--- config.mk ---
export PLATFORM = sky130hd
export DESIGN_NAME = ctrl_seq_unit
export DESIGN_NICKNAME = d
export VERILOG_FILES = /design/src/rtl/ctrl_pkg.sv /design/src/rtl/ctrl_op_decode.sv /design/src/rtl/ctrl_seq_unit.sv
export SDC_FILE = /design/constraint.sdc
export NUM_CORES = 1
export LEC_CHECK = 0
export BUFFER_PORTS_ARGS = -buffer_cell sky130_fd_sc_hd__buf_4
export CORE_UTILIZATION = 45
export DETAILED_ROUTE_END_ITERATION = 6
export PLACE_DENSITY = 0.8
export SLEW_MARGIN = 20
export SYNTH_ARGS = -nofsm -noshare
export SYNTH_HDL_FRONTEND = slang
export SYNTH_SLANG_ARGS = --single-unit
--- constraint.sdc ---
create_clock -name i_clk -period 1.5 [get_ports i_clk]
set_clock_uncertainty 0.15 [all_clocks]
set_input_delay 0.3 -clock i_clk [delete_from_list [all_inputs] [get_ports i_clk]]
set_output_delay 0.3 -clock i_clk [all_outputs]
set_load 0.02 [all_outputs]
--- src/rtl/ctrl_pkg.sv ---
// Shared types and default constants for the control sequencer.
package ctrl_pkg;

  typedef enum logic [2:0] {
    ST_IDLE   = 3'd0,
    ST_DECODE = 3'd1,
    ST_MEM    = 3'd2,
    ST_EXEC   = 3'd3,
    ST_HALT   = 3'd4
  } state_e;

  localparam int           DEF_OP_W        = 4;
  localparam logic [3:0]   DEF_JMP_OP      = 4'b0010;
  localparam logic [3:0]   DEF_HLT_OP      = 4'b0011;
  localparam logic [3:0]   DEF_WRREG_OP    = 4'b1010;
  localparam logic [3:0]   DEF_LD_OP       = 4'b0100;
  localparam logic [3:0]   DEF_ST_OP       = 4'b0101;
  localparam int           DEF_MEM_TIMEOUT = 15;

endpackage

--- src/rtl/ctrl_op_decode.sv ---
// Combinational opcode decode: held opcode -> control flags.
module ctrl_op_decode
  import ctrl_pkg::*;
#(
  parameter int              OP_W     = DEF_OP_W,
  parameter logic [OP_W-1:0] JMP_OP   = OP_W'(DEF_JMP_OP),
  parameter logic [OP_W-1:0] HLT_OP   = OP_W'(DEF_HLT_OP),
  parameter logic [OP_W-1:0] WRREG_OP = OP_W'(DEF_WRREG_OP),
  parameter logic [OP_W-1:0] LD_OP    = OP_W'(DEF_LD_OP),
  parameter logic [OP_W-1:0] ST_OP    = OP_W'(DEF_ST_OP)
) (
  input  logic [OP_W-1:0] op,
  output logic            is_jmp,
  output logic            is_hlt,
  output logic            is_mem,
  output logic            wr_reg,
  output logic            wr_cc
);

  assign is_jmp = (op == JMP_OP);
  assign is_hlt = (op == HLT_OP);
  assign is_mem = (op == LD_OP) || (op == ST_OP);
  assign wr_reg = (op == WRREG_OP) || (op == LD_OP);
  // Condition codes follow the opcode MSB, so unknown opcodes still get this rule.
  assign wr_cc  = op[OP_W-1];

endmodule

--- src/rtl/ctrl_seq_unit.sv ---
// Multi-cycle control sequencer: opcode handshake, decode, memory wait, strobes, sticky halt.
//   state  | meaning
//   IDLE   | ready for an opcode
//   DECODE | one cycle to classify the held opcode
//   MEM    | memory request outstanding, timeout counter running
//   EXEC   | one cycle of control strobes
//   HALT   | halted until resume
module ctrl_seq_unit
  import ctrl_pkg::*;
#(
  parameter int              OP_W        = DEF_OP_W,
  parameter logic [OP_W-1:0] JMP_OP      = OP_W'(DEF_JMP_OP),
  parameter logic [OP_W-1:0] HLT_OP      = OP_W'(DEF_HLT_OP),
  parameter logic [OP_W-1:0] WRREG_OP    = OP_W'(DEF_WRREG_OP),
  parameter logic [OP_W-1:0] LD_OP       = OP_W'(DEF_LD_OP),
  parameter logic [OP_W-1:0] ST_OP       = OP_W'(DEF_ST_OP),
  parameter int              MEM_TIMEOUT = DEF_MEM_TIMEOUT
) (
  input  logic            i_clk,
  input  logic            i_rstn,
  input  logic            i_opValid,
  output logic            o_opReady,
  input  logic [OP_W-1:0] i_opcode,
  output logic            o_memReq,
  input  logic            i_memDone,
  input  logic            i_resume,
  output logic            o_allowJmp,
  output logic            o_wrReg,
  output logic            o_wrCC,
  output logic            o_isHLT,
  output logic            o_busy,
  output logic            o_timeout
);

  localparam int             CNT_W    = $clog2(MEM_TIMEOUT + 1);
  localparam logic [CNT_W-1:0] CNT_LAST = CNT_W'(MEM_TIMEOUT - 1);

  state_e            state_q, state_d;
  logic [OP_W-1:0]   op_q, op_d;
  logic [CNT_W-1:0]  cnt_q, cnt_d;
  logic              timeout_q, timeout_d;

  logic dec_jmp, dec_hlt, dec_mem, dec_wr_reg, dec_wr_cc;

  ctrl_op_decode #(
    .OP_W    (OP_W),
    .JMP_OP  (JMP_OP),
    .HLT_OP  (HLT_OP),
    .WRREG_OP(WRREG_OP),
    .LD_OP   (LD_OP),
    .ST_OP   (ST_OP)
  ) u_decode (
    .op    (op_q),
    .is_jmp(dec_jmp),
    .is_hlt(dec_hlt),
    .is_mem(dec_mem),
    .wr_reg(dec_wr_reg),
    .wr_cc (dec_wr_cc)
  );

  always_ff @(posedge i_clk or negedge i_rstn) begin
    if (!i_rstn) begin
      state_q   <= ST_IDLE;
      op_q      <= '0;
      cnt_q     <= '0;
      timeout_q <= 1'b0;
    end else begin
      state_q   <= state_d;
      op_q      <= op_d;
      cnt_q     <= cnt_d;
      timeout_q <= timeout_d;
    end
  end

  always_comb begin
    state_d   = state_q;
    op_d      = op_q;
    cnt_d     = cnt_q;
    timeout_d = 1'b0;
    case (state_q)
      ST_IDLE: begin
        if (i_opValid) begin
          op_d    = i_opcode;
          state_d = ST_DECODE;
        end
      end
      ST_DECODE: begin
        if (dec_hlt) begin
          state_d = ST_HALT;
        end else if (dec_mem) begin
          cnt_d   = '0;
          state_d = ST_MEM;
        end else begin
          state_d = ST_EXEC;
        end
      end
      ST_MEM: begin
        // Counter leaves MEM at its terminal value, so it never wraps.
        cnt_d = cnt_q + CNT_W'(1);
        if (i_memDone) begin
          state_d = ST_EXEC;
        end else if (cnt_q == CNT_LAST) begin
          timeout_d = 1'b1;
          state_d   = ST_IDLE;
        end
      end
      ST_EXEC: state_d = ST_IDLE;
      ST_HALT: begin
        if (i_resume) state_d = ST_IDLE;
      end
      default: state_d = ST_IDLE;
    endcase
  end

  always_comb begin
    o_opReady  = (state_q == ST_IDLE);
    o_memReq   = (state_q == ST_MEM);
    o_isHLT    = (state_q == ST_HALT);
    o_busy     = (state_q == ST_DECODE) || (state_q == ST_MEM) || (state_q == ST_EXEC);
    o_allowJmp = (state_q == ST_EXEC) && dec_jmp;
    o_wrReg    = (state_q == ST_EXEC) && dec_wr_reg;
    o_wrCC     = (state_q == ST_EXEC) && dec_wr_cc;
    o_timeout  = timeout_q;
  end

endmodule

==> results of run 1 <==
[repair_timing]
item | CTS
setup endpoints to repair | 12
buffers inserted | 11
hold buffers | 1
gates cloned | 0
resized for setup | 27
hold endpoints to repair | 12
pin swaps | 9
[kinds of logic after synthesis]
kind of cell	count (synthesis)	synth area share
AND/OR/NAND/NOR	33	0.2802
flip-flops	12	0.4396
buffers and inverters	7	0.04211
AO/OA/AOI/OAI	12	0.1209
adder cells (fa/ha/maj)	2	0.03662
multiplexers	5	0.08058
[through the flow]
step	utilization	TNS [ns]	worst slack (ns)	instances
floorplan	-	-0.4791	-0.1342	71
global placement	0.7442	-0.2495	-0.1029	114
detailed placement	0.7442	-0.3197	-0.1112	114
CTS	0.9175	-2.315	-0.3765	130
==> run metrics, run 1 <==
Avg Inst Size Synth just under 10 um2; RD Place Congestion roughly 0.75; synth warn 0; TritonCTS Buffers 3; Post-synth EDFFs 0; largest net degree at the start of global routing 13; worst_ep grt o_wrReg; Stopped at global routing; hpwl dp 1283 um; distinct cell type count after synthesis 31; initial antenna violation count 0; commonest cells in the netlist 12 x dfrtp_1, 8 x nor2_1, 4 x inv_1, 4 x mux2_2; H-tree Lvls 1; Die Y-Extent 40.97 um; most frequent cell after synthesis dfrtp_1; Synth async-reset ratio 1.000; Err [ERROR DPL-0033] detailed placement checks failed during check placement.; post-synthesis sequential area ratio 0.4396; share of the synthesized area in the top cell type 0.4396; Mapped Area a little under 700 um2; Syn Nets 82; Area contributors post-synth dfrtp_1 44%, mux2_2 6.6%, nor2_1 4.4%; Clock Sinks 12; Worst EP kind primary output; Max clock buf depth 2; Synth Flop Type dfrtp_1; PortBufs 16; Synth area leader dfrtp_1; Post-Synthesis Cells 71; Ports 17; outcome stopped before the end; initial core utilization 0.5060; post-synthesis register bit count 12; Die X roughly 40 um; Root Buffer clkbuf_4; Rows 13; Cell Area, Placed around 0.001 mm2
==> run 2: changes to the inputs <==
--- a/config.mk
+++ b/config.mk
@@ -6,9 +6,10 @@
 export NUM_CORES = 1
 export LEC_CHECK = 0
 export BUFFER_PORTS_ARGS = -buffer_cell sky130_fd_sc_hd__buf_4
-export CORE_UTILIZATION = 45
+export CORE_AREA = 2 2 63 65
 export DETAILED_ROUTE_END_ITERATION = 6
-export PLACE_DENSITY = 0.8
+export DIE_AREA = 0 0 65 67
+export PLACE_DENSITY_LB_ADDON = 0.15
 export SLEW_MARGIN = 20
 export SYNTH_ARGS = -nofsm -noshare
 export SYNTH_HDL_FRONTEND = slang
==> constraint.sdc (replaced) <==
create_clock -name i_clk -period 2 [get_ports i_clk]
set_clock_uncertainty 0.15 [all_clocks]
set_input_delay 0.4 -clock i_clk [delete_from_list [all_inputs] [get_ports i_clk]]
set_output_delay 0.4 -clock i_clk [all_outputs]
set_load 0.02 [all_outputs]
==> run 2 against run 1 <==
The run now ends clean. Synthesized cell count unchanged. Area after synthesis unchanged.
==> run metrics, run 2 <==
outcome complete, no violations; Leakage Power 0.4678 nW; initial antenna violation count 0; final period utilization 0.9707; Area contributors post-synth dfrtp_1 44%, mux2_2 6.6%, nor2_1 4.4%; n_diodes 0; Synth Area in XOR/XNOR 0 (unchanged); Clock Sinks 12 (unchanged); Post-Synthesis Cells 71 (unchanged); Largest regs cnt_q (4), op_q (4), state_q (3); startpoint types flip-flop; CP Max Fanout 8; RSZ-0062 raised after global routing no; RD Place Congestion 0.7376 (-1.7%); DR iter-0 viols 2; Post-synth EDFFs 0 (unchanged); Die Y-Extent 67 um (+64%); TritonRoute pass-1 iters 4; TritonCTS Buffers 3 (unchanged); initial core utilization 0.1895 (-0.3166); most common cell after layout, fill and taps aside buf_4; largest family of logic cells by synthesized area simple AND/OR/NAND/NOR gates; CTS tree yes; CP Class reg -> out; Tmin final 1.941 ns; GRT Resource Usage Total 0.09452; Die X 65 um (+59%); Ports 17 (unchanged); Slew Limit Fails 0; DRC Markers 0; Post-Route WL approximately 1800 um; distinct cell type count after synthesis 31 (unchanged); Synth Area in Simple Gates 0.2802 (unchanged); Rows 22 (+9); Vias per Instance roughly 4.2; largest net degree at the start of global routing 13; share of the synthesized area in the top cell type 0.4396 (unchanged); Least-Margin Pin Slew between 0.4 and 0.5 ns; required time worst endpoint between 1 and 1.5 ns; Overall Power around 1.6 mW; Mapped Area 683.2 um2 (unchanged); PortBufs 16 (unchanged); WL/cell approximately 12 um; max-cap viol count 0; area of the multi-input gates 370.4 um2; Adder-Cell Fraction of Synth Area 0.03663 (unchanged); Routed Antenna Nets 0; maximum vdd drop ~430 uV; Synth Flop Type dfrtp_1; Root Buffer clkbuf_8; crit end category primary output; area grow syn2layout 51.83%; Hold Startpoint i_opcode[2]; Rel. slew slack 0.7214; synth warn 0 (unchanged); Synth async-reset ratio 1.000 (unchanged); CP startpoint state_q[0]; first-pass GRT wire length 3042 um; layout cells sized above 1 0.4412; Synth area leader dfrtp_1; final hold violation count 0; most frequent cell after synthesis dfrtp_1; clock latency at the later pin of the worst-skew pair 0.24 ns; Fillers a little under 400; post-synthesis register bit count 12 (unchanged); fmax approximately 520 MHz; vias 630; Synth Area in Compound Gates 0.1209 (unchanged); power density over cell area between 1500 and 2000 mW/mm2; Avg Inst Size Synth 9.622 um2 (unchanged); Arr. time, crit path around 1.4 ns; total gr overflow 0; number of global-route vias before repair between 600 and 700; most frequent cells in the layout 27 x buf_4, 11 x dfrtp_1, 8 x nor2_1; Place WS 0.1332 ns (+0.2445 ns); mux contribution to synthesized area 0.08059 (unchanged); register area 301.5 um2; commonest cells in the netlist 12 x dfrtp_1, 8 x nor2_1, 4 x inv_1, 4 x mux2_2; die area roughly 0.0044 mm2; hold crit path type in -> reg; core area 0.003606 mm2; Max clock buf depth 2 (unchanged); R2R Path Start state_q[2]; H-tree Lvls 1 (unchanged); post-synthesis sequential area ratio 0.4396 (unchanged); Syn Nets 82 (unchanged); Worst-path clk slew ~0.06 ns; hpwl dp 1297 um (+1.1%); final setup fails 0; nets approximately 110; Final WS setup 0.05858 ns
[run 2: cell counts after synthesis]
Identical to the previous run, type by type.
[run 2: layer usage]
| metal | share of wire | GRT usage | up-vias |
|---|---|---|---|
| met2 | 0.42 | 0.1456 | 17 |
| met5 | 0 | 0 | - |
| met3 | 0.056 | 0.02872 | 5 |
| li1 | - | - | 317 |
| met4 | 0.019 | 0.04787 | 0 |
| met1 | 0.50 | 0.1187 | 291 |
[run 2: cell families (layout without fill, tap and decap cells)]
logic type      count (synthesis)  in the layout
compound gates                 12             12
fa+ha+maj                       2              2
buf+inv                         7             38
flops                          12             12
mux                             5              5
simple gates                   33             33
[run 2: path summary, 6_finish.rpt]
kind,to,slack (ns),cells after the start
max,o_memReq,0.06,4
min,op_q[2],0.23,2
max reg2reg,op_q[3],0.36,4
min reg2reg,cnt_q[0],0.40,1
max in group asynchronous,state_q[1],1.13,2
min in group asynchronous,cnt_q[0],0.39,2
[run 2: critical path: stages, from the launching register on]
cell     delay [ns]
dfrtp_1        0.40
buf_6          0.14
or3b_4         0.41
inv_2          0.07
buf_4          0.13
[run 2: per-stage QoR]
| stage | util | hold WS, ns | std cells | cell area (um2) | setup TNS, ns |
|---|---|---|---|---|---|
| final | 0.2876 | 0.2347 | 150 | 1037 | 0 |
| after global routing | 0.2876 | 0.2325 | 150 | 1037 | 0 |
| after CTS | 0.2724 | 0.2326 | 145 | 982.2 | 0 |
| after detailed placement | 0.2474 | 0.1082 | 137 | 892.1 | 0 |
| after global placement | 0.2474 | 0.1085 | 137 | 892.1 | 0 |
| after floorplan | - | -0.04559 | 71 | 688.2 | -0.008868 |
[run 2: area by class of cell]
type	count	area share
flip-flops and latches	12	0.2907
well taps	48	0.05790
multi-input cells	52	0.3571
inverters	4	0.01448
repair buffers	30	0.2268
clock buffers	4	0.05308
[run 2: report_power, final]
| group | internal (mW) | switching, mW |
|---|---|---|
| clock network | 0.174 | 0.0990 |
| registers | 0.350 | 0.111 |
| logic | 0.449 | 0.377 |
[run 2: timing repair]
item	in CTS	in global routing
setup endpoints to repair	3	3
hold endpoints to repair	12	0
pin swaps	0	1
hold buffers	1	0
gates cloned	0	0
setup buffers	3	5
resized for setup	2	5
No activity file was read; power rests on OpenSTA's default activity.
==> run 3: changes to the inputs <==
--- a/config.mk
+++ b/config.mk
@@ -5,10 +5,10 @@
 export SDC_FILE = /design/constraint.sdc
 export NUM_CORES = 1
 export LEC_CHECK = 0
-export BUFFER_PORTS_ARGS = -buffer_cell sky130_fd_sc_hd__buf_4
 export CORE_AREA = 2 2 63 65
 export DETAILED_ROUTE_END_ITERATION = 6
 export DIE_AREA = 0 0 65 67
+export DONT_BUFFER_PORTS = 1
 export PLACE_DENSITY_LB_ADDON = 0.15
 export SLEW_MARGIN = 20
 export SYNTH_ARGS = -nofsm -noshare
==> run 3 against run 2 <==
Flip-flop and latch count stayed put. Sequential share of layout area is 4.4 points higher. Sequential power is 2% higher. Largest cell class unchanged. Worst hold slack worse by 0.080 ns. Via count is 8.6% lower. Setup slack worse by 0.0077 ns. First-iteration DRC count grew to 5.0 times the previous value. Critical endpoint unchanged.
==> run metrics, run 3 (same netlist as run 2, synthesis figures left out) <==
CP Class reg -> out; internal power 876.1 uW (-10%); Leakage Power 0.3808 nW (-19%); cell area after layout 899.6 um2 (-13%); Comb power frac 0.489 (-0.041); n_diodes 0 (unchanged); Largest regs cnt_q (4), op_q (4), state_q (3); startpoint types flip-flop; RSZ-0062 raised after global routing no; final period utilization 0.9746 (+0.003875); RD Place Congestion 0.6853 (-7.1%); Reg2Reg Depth 4 (unchanged); layout cells sized above 1 0.3214 (-0.1197); Root Buffer clkbuf_8; PortBufs 0 (-16); Setup TNS 0 ns (unchanged); final setup fails 0 (unchanged); die area 0.004355 mm2 (unchanged); Flop pwr share 0.322 (+0.027); Net Sw Power 579.9 uW (-1.3%); Max clock buf depth 2 (unchanged); nets 96 (-16%); H-tree Lvls 1 (unchanged); final hold violation count 0 (unchanged); FF-to-FF End op_q[0]; Rel. slew slack 0.6089 (-0.1126); max-cap viol count 0 (unchanged); number of global-route vias before repair 591 (-5.9%); Least-Margin Pin Slew 0.5848 ns (+0.1726 ns); Slew Limit Fails 0 (unchanged); Vias per Instance 4.364 (+3.9%); Sw Ratio 0.3983 (+0.02192); GRT Resource Usage Total 0.09667 (+0.002148); placed insts 124 (-9.5%); Die X 65 um (unchanged); CP startpoint state_q[2]; Rows 22 (unchanged); clock latency at the later pin of the worst-skew pair 0.24 ns (about the same); TritonRoute pass-1 iters 4 (unchanged); Worst-path clk slew 0.06 ns (about the same); hpwl dp 1311 um (+1.1%); initial antenna violation count 0 (unchanged); WL/cell 13.20 um (+12%); Post-Route WL 1743 um (-1.2%); first-pass GRT wire length 3063 um (+0.69%); TritonCTS Buffers 3 (unchanged); R2R Path Start state_q[2]; Ports 17 (unchanged); FF-to-FF setup slack 0.31 ns (-0.05 ns); DRC Markers 0 (unchanged); crit end category primary output; Cell Area, Placed 794.5 um2 (-11%); vias 576 (-8.6%); Routed Antenna Nets 0 (unchanged); Clock Sinks 12 (unchanged); Die Y-Extent 67 um (unchanged); CTS tree yes; area grow syn2layout 31.69%; worst setup path endpoint o_memReq; Non-Filler Instances 132 (-12%); fmax 513.0 MHz (-0.40%); required time worst endpoint 1.45 ns (about the same); largest net degree at the start of global routing 13 (unchanged); Overall Power 1.456 mW (-6.7%); core area 0.003606 mm2 (unchanged); outcome complete, no violations; Tmin final 1.949 ns (+0.007749 ns); power density over cell area 1618 mW/mm2 (+7.5%); hold crit path type in -> reg; Clk pwr share 0.190 (+0.015); Arr. time, crit path 1.40 ns (about the same); maximum vdd drop 437.3 uV (+1.6%); CP Max Fanout 12 (+4); initial core utilization 0.1895 (unchanged); DR iter-0 viols 10 (+8); most frequent cells in the layout 11 x dfrtp_1, 11 x buf_4, 8 x nor2_1; total gr overflow 0 (unchanged)
-- run 3: changes by cell type in the layout (fill, tap and decap cells not counted) --
| cell | previous run | this run |
|---|---|---|
| nor2b_2 | 1 | 0 |
| buf_6 | 2 | 0 |
| nor2b_4 | 0 | 1 |
| buf_4 | 27 | 11 |
-- run 3: area by class of cell --
type                       count  area (um2)
clock buffer                   4       55.05
sequential                    12       301.5
inverter                       4       15.01
timing repair buffer          12       92.59
tap                           48       60.06
fill                         397        2706
multi-input combinational     52       375.4
-- run 3: how the worst min path moves through the flow --
stage	startpoint	endpoint	slack (ns)	depth (start not counted)
2_1_floorplan	i_rstn	cnt_q[0]	-0.05	0
3_3_place_gp	i_rstn	cnt_q[0]	-0.05	0
3_5_place_dp	i_rstn	cnt_q[0]	-0.05	0
4_1_cts	i_opcode[2]	op_q[2]	0.15	1
5_1_grt	i_opcode[3]	op_q[3]	0.15	1
6_report	i_opcode[2]	op_q[2]	0.16	1
-- run 3: power by group through the flow --
| stage | Combinational, mW | Clock [mW] | Sequential (mW) |
|---|---|---|---|
| after global routing | 0.792 | 0.298 | 0.494 |
| after floorplan | 0.483 | 0 | 0.438 |
| after global placement | 0.620 | 0 | 0.481 |
| after detailed placement | 0.621 | 0 | 0.487 |
| after CTS | 0.690 | 0.286 | 0.463 |
| final | 0.711 | 0.276 | 0.469 |
-- run 3: repair_timing --
action	CTS	global route
gates resized for setup	2	4
buffers inserted	2	1
setup endpoints to repair	2	3
pin swaps	0	1
hold endpoints to repair	12	0
hold buffers	1	0
cloned	0	0
-- run 3: stage by stage --
| stage | setup slack (ns) | hold WS, ns | util |
|---|---|---|---|
| 6_report | 0.05083 | 0.1552 | 0.2495 |
| 2_1_floorplan | -0.008868 | -0.04559 | - |
| 3_5_place_dp | 0.1361 | -0.04517 | 0.2203 |
| 3_3_place_gp | 0.1564 | -0.04521 | 0.2203 |
| 5_1_grt | 0.009714 | 0.1480 | 0.2495 |
| 4_1_cts | 0.004793 | 0.1484 | 0.2439 |
-- run 3: critical path: stages (launching register included) --
cell and delay (ns):
dfrtp_1 0.40, buf_4 0.19, or3b_4 0.43, inv_2 0.13
-- run 3: metal layers --
metal	vias up	track usage	wire [um]
met4	0	0.03191	12
met5	-	0	0
met3	2	0.04561	137
met2	20	0.1482	764
met1	273	0.1187	828
li1	281	-	-
==> run 4: changes to the inputs <==
--- a/config.mk
+++ b/config.mk
@@ -10,6 +10,7 @@
 export DIE_AREA = 0 0 65 67
 export DONT_BUFFER_PORTS = 1
 export PLACE_DENSITY_LB_ADDON = 0.15
+export REMOVE_ABC_BUFFERS = 1
 export SLEW_MARGIN = 20
 export SYNTH_ARGS = -nofsm -noshare
 export SYNTH_HDL_FRONTEND = slang
==> run 4 against run 3 <==
Power shrank 3.9%. Non-clock buffer count grew 2. Core utilization is the same. Critical path type unchanged. Critical endpoint unchanged.
==> run metrics, run 4 (same netlist as run 2, synthesis figures left out) <==
hold crit path type in -> reg; first-pass GRT wire length 2863 um (-6.5%); final setup fails 0 (unchanged); maximum vdd drop 442.7 uV (+1.2%); initial core utilization 0.1895 (unchanged); GRT Resource Usage Total 0.08886 (-0.007813); outcome complete, no violations; Slowest-stage cell, CP or3b_4; Setup TNS 0 ns (unchanged); CTS tree yes; Max clock buf depth 2 (unchanged); Tmin final 1.918 ns (-0.03095 ns); crit-path cells buf_4 -> or3b_4 -> clkinvlp_4; Die Y-Extent 67 um (unchanged); crit end category primary output; initial antenna violation count 0 (unchanged); Largest regs cnt_q (4), op_q (4), state_q (3); Routed Antenna Nets 0 (unchanged); worst path buffer plus inverter count 2 (unchanged); Leakage Power 0.3735 nW (-1.9%); CP Max Fanout 8 (-4); PortBufs 0 (unchanged); Post-Route WL 1686 um (-3.3%); final hold violation count 0 (unchanged); CP Class reg -> out; Cell Area, Placed 819.5 um2 (+3.1%); startpoint types flip-flop; H-tree Lvls 1 (unchanged); Ports 17 (unchanged); TritonCTS Buffers 3 (unchanged); die area 0.004355 mm2 (unchanged); Rel. slew slack 0.5899 (-0.01891); Rows 22 (unchanged); Root Buffer clkbuf_8; area grow syn2layout 31.69% (unchanged); Arr. time, crit path 1.37 ns (-0.03 ns); Place WS 0.1745 ns (+0.03834 ns); DRC Markers 0 (unchanged); Final WS setup 0.08178 ns (+0.03095 ns); Least-Margin Pin Slew 0.6131 ns (+0.02828 ns); layout cells sized above 1 0.3294 (+0.007983); total gr overflow 0 (unchanged); n_diodes 0 (unchanged); nets 98 (+2.1%); clock latency at the later pin of the worst-skew pair 0.24 ns (about the same); Vias per Instance 4.211 (-3.5%); DR iter-0 viols 11 (+1); Die X 65 um (unchanged); most frequent cells in the layout 13 x buf_4, 11 x dfrtp_1, 8 x nor2_1; most common cell after layout, fill and taps aside buf_4; TritonRoute pass-1 iters 4 (unchanged); cell area after layout 899.6 um2 (unchanged); power density over cell area 1555 mW/mm2 (-3.9%); Clock Sinks 12 (unchanged); hpwl dp 1310 um (about the same); required time worst endpoint 1.45 ns (about the same); number of global-route vias before repair 561 (-5.1%); max-cap viol count 0 (unchanged); Slew Limit Fails 0 (unchanged); final period utilization 0.9591 (-0.01547); RSZ-0062 raised after global routing no; core area 0.003606 mm2 (unchanged); largest net degree at the start of global routing 13 (unchanged); CP max stage delay 0.41 ns (-0.02 ns); Worst-path clk slew 0.05 ns (about the same); vias 560 (-2.8%); critical path's top delay family simple AND/OR/NAND/NOR gates; fmax 521.3 MHz (+1.6%); WL/cell 12.68 um (-4.0%); RD Place Congestion 0.7503 (+9.5%)
==> run 4: changes by cell type in the layout (fill, tap and decap cells not counted) <==
cell,before,now
nor2b_4,1,0
clkbuf_8,4,3
nor2b_2,0,1
buf_4,11,13
clkinvlp_4,0,1
inv_2,1,0
==> run 4: cell type report <==
class | count | area [um2]
Clock buffer | 3 | 41.29
Inverter | 4 | 18.77
Sequential cell | 12 | 301.5
Multi-Input combinational cell | 52 | 370.4
Tap cell | 48 | 60.06
Fill cell | 392 | 2706
Timing Repair Buffer | 14 | 107.6
==> run 4: path summary, 6_finish.rpt <==
path	start	to	slack, ns	cells after the start
max	state_q[0]	o_memReq	0.08	3
max in group asynchronous	i_rstn	state_q[2]	0.80	1
min reg2reg	cnt_q[0]	cnt_q[0]	0.40	1
min in group asynchronous	i_rstn	cnt_q[0]	0.46	1
min	i_opcode[1]	op_q[1]	0.16	1
max reg2reg	state_q[1]	op_q[2]	0.30	4
==> run 4: per-stage QoR <==
step                      std cells    util  hold slack (ns)  total power [mW]
after floorplan                  68       -         -0.04559            0.8954
after global placement          128  0.2273         -0.04512             1.144
after detailed placement        128  0.2273         -0.04511             1.143
after CTS                       132  0.2443           0.1552             1.395
after global routing            133  0.2495           0.1571             1.537
final                           133  0.2495           0.1614             1.399
==> run 4: where the power goes <==
group / switching (mW) / internal (mW) / total, mW
clock: 0.0885 / 0.133 / 0.221
sequential: 0.109 / 0.348 / 0.457
combinational: 0.359 / 0.361 / 0.721
total: 0.557 / 0.842 / 1.40
==> run 4: metal layers <==
metal | vias to the layer above | wire length (um) | GRT usage
met5 | - | 0 | 0
met4 | 0 | 10 | 0.02394
met3 | 2 | 83 | 0.03716
met2 | 12 | 757 | 0.1379
met1 | 264 | 834 | 0.1128
li1 | 282 | - | -
==> run 4: what timing repair did <==
| action | 4_1_cts | 5_1_grt |
|---|---|---|
| pin swaps | 0 | 1 |
| buffers inserted | 0 | 1 |
| hold buffers | 1 | 0 |
| hold endpoints to repair | 12 | 0 |
| gates resized for setup | 3 | 3 |
| setup endpoints to repair | 1 | 3 |
